--- config.mk ---
export PLATFORM = sky130hd
export DESIGN_NAME = imm_gen_pipe_flat
export DESIGN_NICKNAME = d
export VERILOG_FILES = /design/src/rtl/imm_gen_pipe_if.sv /design/src/rtl/imm_gen_pipe.sv /design/src/flat_wrapper.sv
export SDC_FILE = /design/constraint.sdc
export NUM_CORES = 1
export LEC_CHECK = 0
export CAP_MARGIN = 30
export CORE_ASPECT_RATIO = 1.25
export CORE_UTILIZATION = 45
export DETAILED_ROUTE_END_ITERATION = 8
export PLACE_DENSITY = 0.72
export SETUP_SLACK_MARGIN = 0.1
export SLEW_MARGIN = 20
export SYNTH_ARGS = -nofsm -noshare
export SYNTH_HDL_FRONTEND = slang
export SYNTH_SLANG_ARGS = --single-unit
--- constraint.sdc ---
create_clock -name clk -period 5.76 [get_ports clk]
set_clock_uncertainty 0.1 [all_clocks]
set_input_delay 1.44 -clock clk [delete_from_list [all_inputs] [get_ports clk]]
set_output_delay 1.44 -clock clk [all_outputs]
set_load 0.02 [all_outputs]
--- src/rtl/imm_gen_pipe_if.sv ---
// Shared immediate-format enum plus the valid/ready bundle between the
// immediate generator stage and its producer/consumer.
package CorePack;
    typedef enum logic [2:0] {
        IMM0    = 3'd0,
        I_IMM   = 3'd1,
        S_IMM   = 3'd2,
        B_IMM   = 3'd3,
        U_IMM   = 3'd4,
        UJ_IMM  = 3'd5,
        CSR_IMM = 3'd6
    } imm_op_enum;
endpackage

interface imm_gen_pipe_if #(
    parameter int XLEN  = 64,
    parameter int TAG_W = 8
);
    import CorePack::*;

    logic             in_valid;
    logic             in_ready;
    imm_op_enum       in_op;
    logic [24:0]      in_inst;
    logic [XLEN-1:0]  in_base;
    logic [TAG_W-1:0] in_tag;
    logic             out_valid;
    logic             out_ready;
    logic [XLEN-1:0]  out_imm;
    logic [XLEN-1:0]  out_sum;
    logic [TAG_W-1:0] out_tag;

    // master: the environment (producer + consumer); slave: the stage itself
    modport master (
        output in_valid, in_op, in_inst, in_base, in_tag, out_ready,
        input  in_ready, out_valid, out_imm, out_sum, out_tag
    );
    modport slave (
        input  in_valid, in_op, in_inst, in_base, in_tag, out_ready,
        output in_ready, out_valid, out_imm, out_sum, out_tag
    );
endinterface

--- src/rtl/imm_gen_pipe.sv ---
// Immediate decode + base/imm adder, registered behind a 2-entry skid buffer
// (main drives the outputs, skid absorbs one entry of back-pressure).
module imm_gen_pipe
    import CorePack::*;
#(
    parameter int XLEN  = 64,
    parameter int TAG_W = 8
) (
    input  logic           clk,
    input  logic           rstn,
    input  logic           flush,
    imm_gen_pipe_if.slave  bus
);
    typedef struct packed {
        logic [XLEN-1:0]  imm;
        logic [XLEN-1:0]  sum;
        logic [TAG_W-1:0] tag;
    } entry_t;

    logic [24:0]     i;
    logic [31:0]     imm32;
    logic [XLEN-1:0] imm_w;
    entry_t          new_e;
    entry_t          main_q, main_d, skid_q, skid_d;
    logic            m_v_q, m_v_d, s_v_q, s_v_d;
    logic            in_fire, out_fire;

    assign i = bus.in_inst;

    // Every format fits in 32 bits; widen to XLEN afterwards.
    always_comb begin
        imm32 = 32'd0;
        unique case (bus.in_op)
            I_IMM:   imm32 = {{20{i[24]}}, i[24:13]};
            S_IMM:   imm32 = {{20{i[24]}}, i[24:18], i[4:0]};
            B_IMM:   imm32 = {{19{i[24]}}, i[24], i[0], i[23:18], i[4:1], 1'b0};
            U_IMM:   imm32 = {i[24:5], 12'b0};
            UJ_IMM:  imm32 = {{11{i[24]}}, i[24], i[12:5], i[13], i[23:14], 1'b0};
            CSR_IMM: imm32 = {27'd0, i[12:8]};
            default: imm32 = 32'd0;
        endcase
    end

    generate
        if (XLEN > 32) begin : g_wide
            assign imm_w = {{(XLEN-32){imm32[31]}}, imm32};
        end else begin : g_narrow
            assign imm_w = imm32;
        end
    endgenerate

    assign new_e.imm = imm_w;
    assign new_e.sum = bus.in_base + imm_w;
    assign new_e.tag = bus.in_tag;

    assign in_fire  = bus.in_valid & ~s_v_q;
    assign out_fire = m_v_q & bus.out_ready;

    always_comb begin
        m_v_d  = m_v_q;
        s_v_d  = s_v_q;
        main_d = main_q;
        skid_d = skid_q;
        if (flush) begin
            // data registers keep their contents; only the flags die
            m_v_d = 1'b0;
            s_v_d = 1'b0;
        end else if (out_fire) begin
            if (s_v_q) begin
                main_d = skid_q;
                s_v_d  = 1'b0;
            end else if (in_fire) begin
                main_d = new_e;
            end else begin
                m_v_d = 1'b0;
            end
        end else if (in_fire) begin
            if (!m_v_q) begin
                main_d = new_e;
                m_v_d  = 1'b1;
            end else begin
                skid_d = new_e;
                s_v_d  = 1'b1;
            end
        end
    end

    always_ff @(posedge clk or negedge rstn) begin
        if (!rstn) begin
            m_v_q  <= 1'b0;
            s_v_q  <= 1'b0;
            main_q <= '0;
            skid_q <= '0;
        end else begin
            m_v_q  <= m_v_d;
            s_v_q  <= s_v_d;
            main_q <= main_d;
            skid_q <= skid_d;
        end
    end

    assign bus.in_ready  = ~s_v_q;
    assign bus.out_valid = m_v_q;
    assign bus.out_imm   = main_q.imm;
    assign bus.out_sum   = main_q.sum;
    assign bus.out_tag   = main_q.tag;
endmodule

--- src/flat_wrapper.sv ---
// flat-port wrapper written by rule: the top's interface ports become plain ports
module imm_gen_pipe_flat import CorePack::*;
#(
    parameter int XLEN  = 64,
    parameter int TAG_W = 8
)
  (clk, rstn, flush, bus_in_valid, bus_in_op, bus_in_inst, bus_in_base, bus_in_tag, bus_out_ready, bus_in_ready, bus_out_valid, bus_out_imm, bus_out_sum, bus_out_tag);
  imm_gen_pipe_if #(.XLEN(XLEN), .TAG_W(TAG_W)) bus_i ();
  input  logic clk;
  input  logic rstn;
  input  logic flush;
  input wire logic [$bits(bus_i.in_valid)-1:0] bus_in_valid;
  input wire logic [$bits(bus_i.in_op)-1:0] bus_in_op;
  input wire logic [$bits(bus_i.in_inst)-1:0] bus_in_inst;
  input wire logic [$bits(bus_i.in_base)-1:0] bus_in_base;
  input wire logic [$bits(bus_i.in_tag)-1:0] bus_in_tag;
  input wire logic [$bits(bus_i.out_ready)-1:0] bus_out_ready;
  output wire logic [$bits(bus_i.in_ready)-1:0] bus_in_ready;
  output wire logic [$bits(bus_i.out_valid)-1:0] bus_out_valid;
  output wire logic [$bits(bus_i.out_imm)-1:0] bus_out_imm;
  output wire logic [$bits(bus_i.out_sum)-1:0] bus_out_sum;
  output wire logic [$bits(bus_i.out_tag)-1:0] bus_out_tag;
  assign bus_i.in_valid = bus_in_valid;
  assign bus_i.in_op = bus_in_op;
  assign bus_i.in_inst = bus_in_inst;
  assign bus_i.in_base = bus_in_base;
  assign bus_i.in_tag = bus_in_tag;
  assign bus_i.out_ready = bus_out_ready;
  assign bus_in_ready = bus_i.in_ready;
  assign bus_out_valid = bus_i.out_valid;
  assign bus_out_imm = bus_i.out_imm;
  assign bus_out_sum = bus_i.out_sum;
  assign bus_out_tag = bus_i.out_tag;
  imm_gen_pipe #(.XLEN(XLEN), .TAG_W(TAG_W)) u_core (.clk(clk), .rstn(rstn), .flush(flush), .bus(bus_i));
endmodule
==> flow_summary.toml <==
[worst_setup_path]
cp_max_fo = 11
crit_type = "in2reg"
crit_arrival_ps = 5630
crit_path_start_kind = "primary input"
reg2reg_setup_slack_ps = 3330
reg2reg_depth = 4
r2r-start = "u_core.bus.out_valid$_DFFE_PN0P_"
required_ps = 6010
reg2reg_to = "u_core.bus.out_imm[8]$_DFFE_PN0P_"
endpoint_kind = "register"

[synth]
synth_area_leaders = "dfrtp_1, nand2_1, a21oi_1"
yosysSeqAreaShare_pct = 40.1
syn_inst = 1662
yosysWarnings = 0
ys_async_sr_fraction_pct = 100
synth_enable_flop_cells = 0
syn_nets = 1831
synth_top_cell_area_share_pct = 40.1
synth_area_leader_cell = "dfrtp_1"
synth_ff_type = "dfrtp_1"
syn-mean-instance-area_um2 = 7.88
synthesis.area_um2 = 13100
yosysUniqueCellTypes = 64
ys_ff_latch = 210

[cells_and_area]
fin_cells = 2286
regArea_um2 = 5260
multiInputGateArea_um2 = 7060
syn2layout_area_growth_pct = 30.4
postLayoutCoreUtil_pct = 60.0
fin_area_um2 = 17100
drive_gt1_share_pct = 9.48
fillers = 2490
finalNetCount = 2088
antenna_cells = 0

[global_routing]
grt.overflow.total = 0
grt_pass1_wl_mm = 65.7
grt_use_met3_pct = 2.90
track_usage_pct = 28.1
top_usage_layer = "met2"
met2_usage_pct = 48.2
globalRouteMet1Util_pct = 34.9
antenna_found_initial = 0
grt_max_degree = 113
grt_pass1_vias = 12300

[clocking]
numCtsBuffers = 23
cts.sinks = 210
h-tree-depth = 1
cts_root_buf = "clkbuf_16"
cts_tree = "yes"
clock_latency_ps = 510
post-cts-setup-buffers = 0
clockBufferDepth = 3
clk_pin_slew_ps = 60

[sta]
whs_ps = 373
relSlewSlack_pct = 46.4
slew_violations = 0
hold_viol = 0
rsz0062_at_grt = "no"
tightest_slew_ps = 793
fin_crit_ps = 5370
period_share_pct = 93.2
fmax_mhz = 186
setup_viol = 0

[placement]
place_hpwl_mm = 31.0
dp.cells = 2246
placed_cell_area_um2 = 16300
gp_congestion = 0.974
io_buffers = 242

[hold_path]
hold_class = "reg2reg"
min_to = "u_core.skid_q[13]$_DFFE_PN0P_"
hold_depth = 2
min_from = "u_core.skid_q[13]$_DFFE_PN0P_"

[detailed_routing]
viasPerCell = 5.60
drtIter0Drc = 909
drt-wirelength-per-cell_um = 18.5
drt_wl_total_mm = 42.2
drtPass1Iterations = 5
vias = 12800
drcViolationCount = 0
ant_nets = 0

[floorplanning]
rows = 69
coreArea_um2 = 28500
die_h_um = 193
die_area_um2 = 29800
start_util_pct = 46.0
chipWidth_um = 155
ios = 243

[power]
powerDensity_nw_per_um2 = 328
ir_drop_mv = 0.154
p_leak_nw = 7.99

[job]
maxCapViolCount = 0

[status]
status = "finished, final reports clean"
## sequential cells by signal, indices dropped and copies added (netlist names)
name	count
u_core.bus.out_tag	8
u_core.s_v_q	1
u_core.bus.out_imm	32
u_core.skid_q	104
u_core.bus.out_sum	64
u_core.bus.out_valid	1
## metrics by stage
step	TNS (ps)	setup slack (ps)	total power, W
2_1_floorplan	0	443	0.00326
3_3_place_gp	-349	-92.0	0.00419
3_5_place_dp	-1350	-151	0.00423
4_1_cts	0	337	0.00561
5_1_grt	0	121	0.00590
6_report	0	389	0.00559
## cell usage after synthesis (24+ instances only)
cell and number:
inv_1 57, xor2_1 28, clkbuf_1 94, dfrtp_1 210, o21ai_0 142, nor2_1 128
nor3_1 24, xnor2_1 32, nand3_1 26, ha_1 63, nand4_1 27, nand2_1 389
a21oi_1 171, a31oi_1 47, buf_4 32
## placed cells by master, fill, tap and decap left out, types with 4 or more instances in the layout
cell               n
nand2_1          389
clkdlybuf4s50_1  241
dfrtp_1          210
a21oi_1          171
o21ai_0          142
nor2_1           128
buf_4            116
ha_1              63
inv_1             57
a31oi_1           47
xnor2_1           32
xor2_1            28
nand4_1           27
nand3_1           25
nor3_1            23
clkbuf_16         23
and3_1            22
a21o_1            21
o21bai_1          15
mux2i_1           11
nor2b_1            8
o21a_1             8
mux2_2             8
or3_1              7
o22ai_1            6
a21boi_0           6
a211oi_1           5
o21ai_1            5
o211ai_1           4
a22o_1             4
a221oi_1           4
clkbuf_8           4
clkbuf_1           4
clkinv_2           4
## power by group
group	total [W]	internal, W	switching (W)
logic	0.00212	0.000958	0.00116
registers	0.00211	0.00187	0.000241
clock network	0.00136	0.000768	0.000596
## repair_timing
item	CTS	global route
endpoints found under the setup margin	0	7
hold buffers	0	0
gates resized for setup	0	1
## layout make-up
class	count	share of cell area (%)
sequential	210	30.8
inverter	57	1.25
tap	355	2.60
timing repair buffer	364	20.1
clock inverter	7	0.264
clock buffer	30	3.70
multi-input combinational	1263	41.4
## logic make-up (layout without fill, tap and decap cells)
group                      Yosys count  in the layout  synth area share, %
buffers and inverters              189            458                 6.33
adders and majority gates           64             64                 6.17
and+or+nand+nor                    651            651                 20.8
muxes                               19             19                 1.53
DFF                                210            210                 40.1
xor gates and xnor gates            60             60                 4.01
AOI/OAI and AO/OA                  469            469                 21.0
## metal layers
layer  part of all wire (%)  routed length (um)
met5                      0                   0
met4                    5.5                2340
met3                    5.0                2110
met2                     48               20400
met1                     41               17300
## worst max-delay path by stage
stage,cells past startpoint,start,end
2_1_floorplan,14,bus_in_op[0],u_core.bus.out_sum[49]$_DFFE_PN0P_
3_3_place_gp,17,bus_in_op[2],u_core.bus.out_sum[38]$_DFFE_PN0P_
3_5_place_dp,15,bus_in_op[2],u_core.bus.out_sum[56]$_DFFE_PN0P_
4_1_cts,17,bus_in_op[2],u_core.bus.out_sum[38]$_DFFE_PN0P_
5_1_grt,16,bus_in_op[2],u_core.bus.out_sum[63]$_DFFE_PN0P_
6_report,13,bus_in_op[1],u_core.bus.out_sum[56]$_DFFE_PN0P_
## critical path, stage by stage
cell	delay, ps
clkdlybuf4s50_1	490
or2_2	340
and3_1	280
a21oi_1	280
inv_1	90
ha_1	440
nand4_1	240
o41ai_1	770
nor2_1	120
o21ai_0	540
a31oi_1	230
xnor2_1	240
o21ai_0	110
No activity file was read; power rests on OpenSTA's default activity.
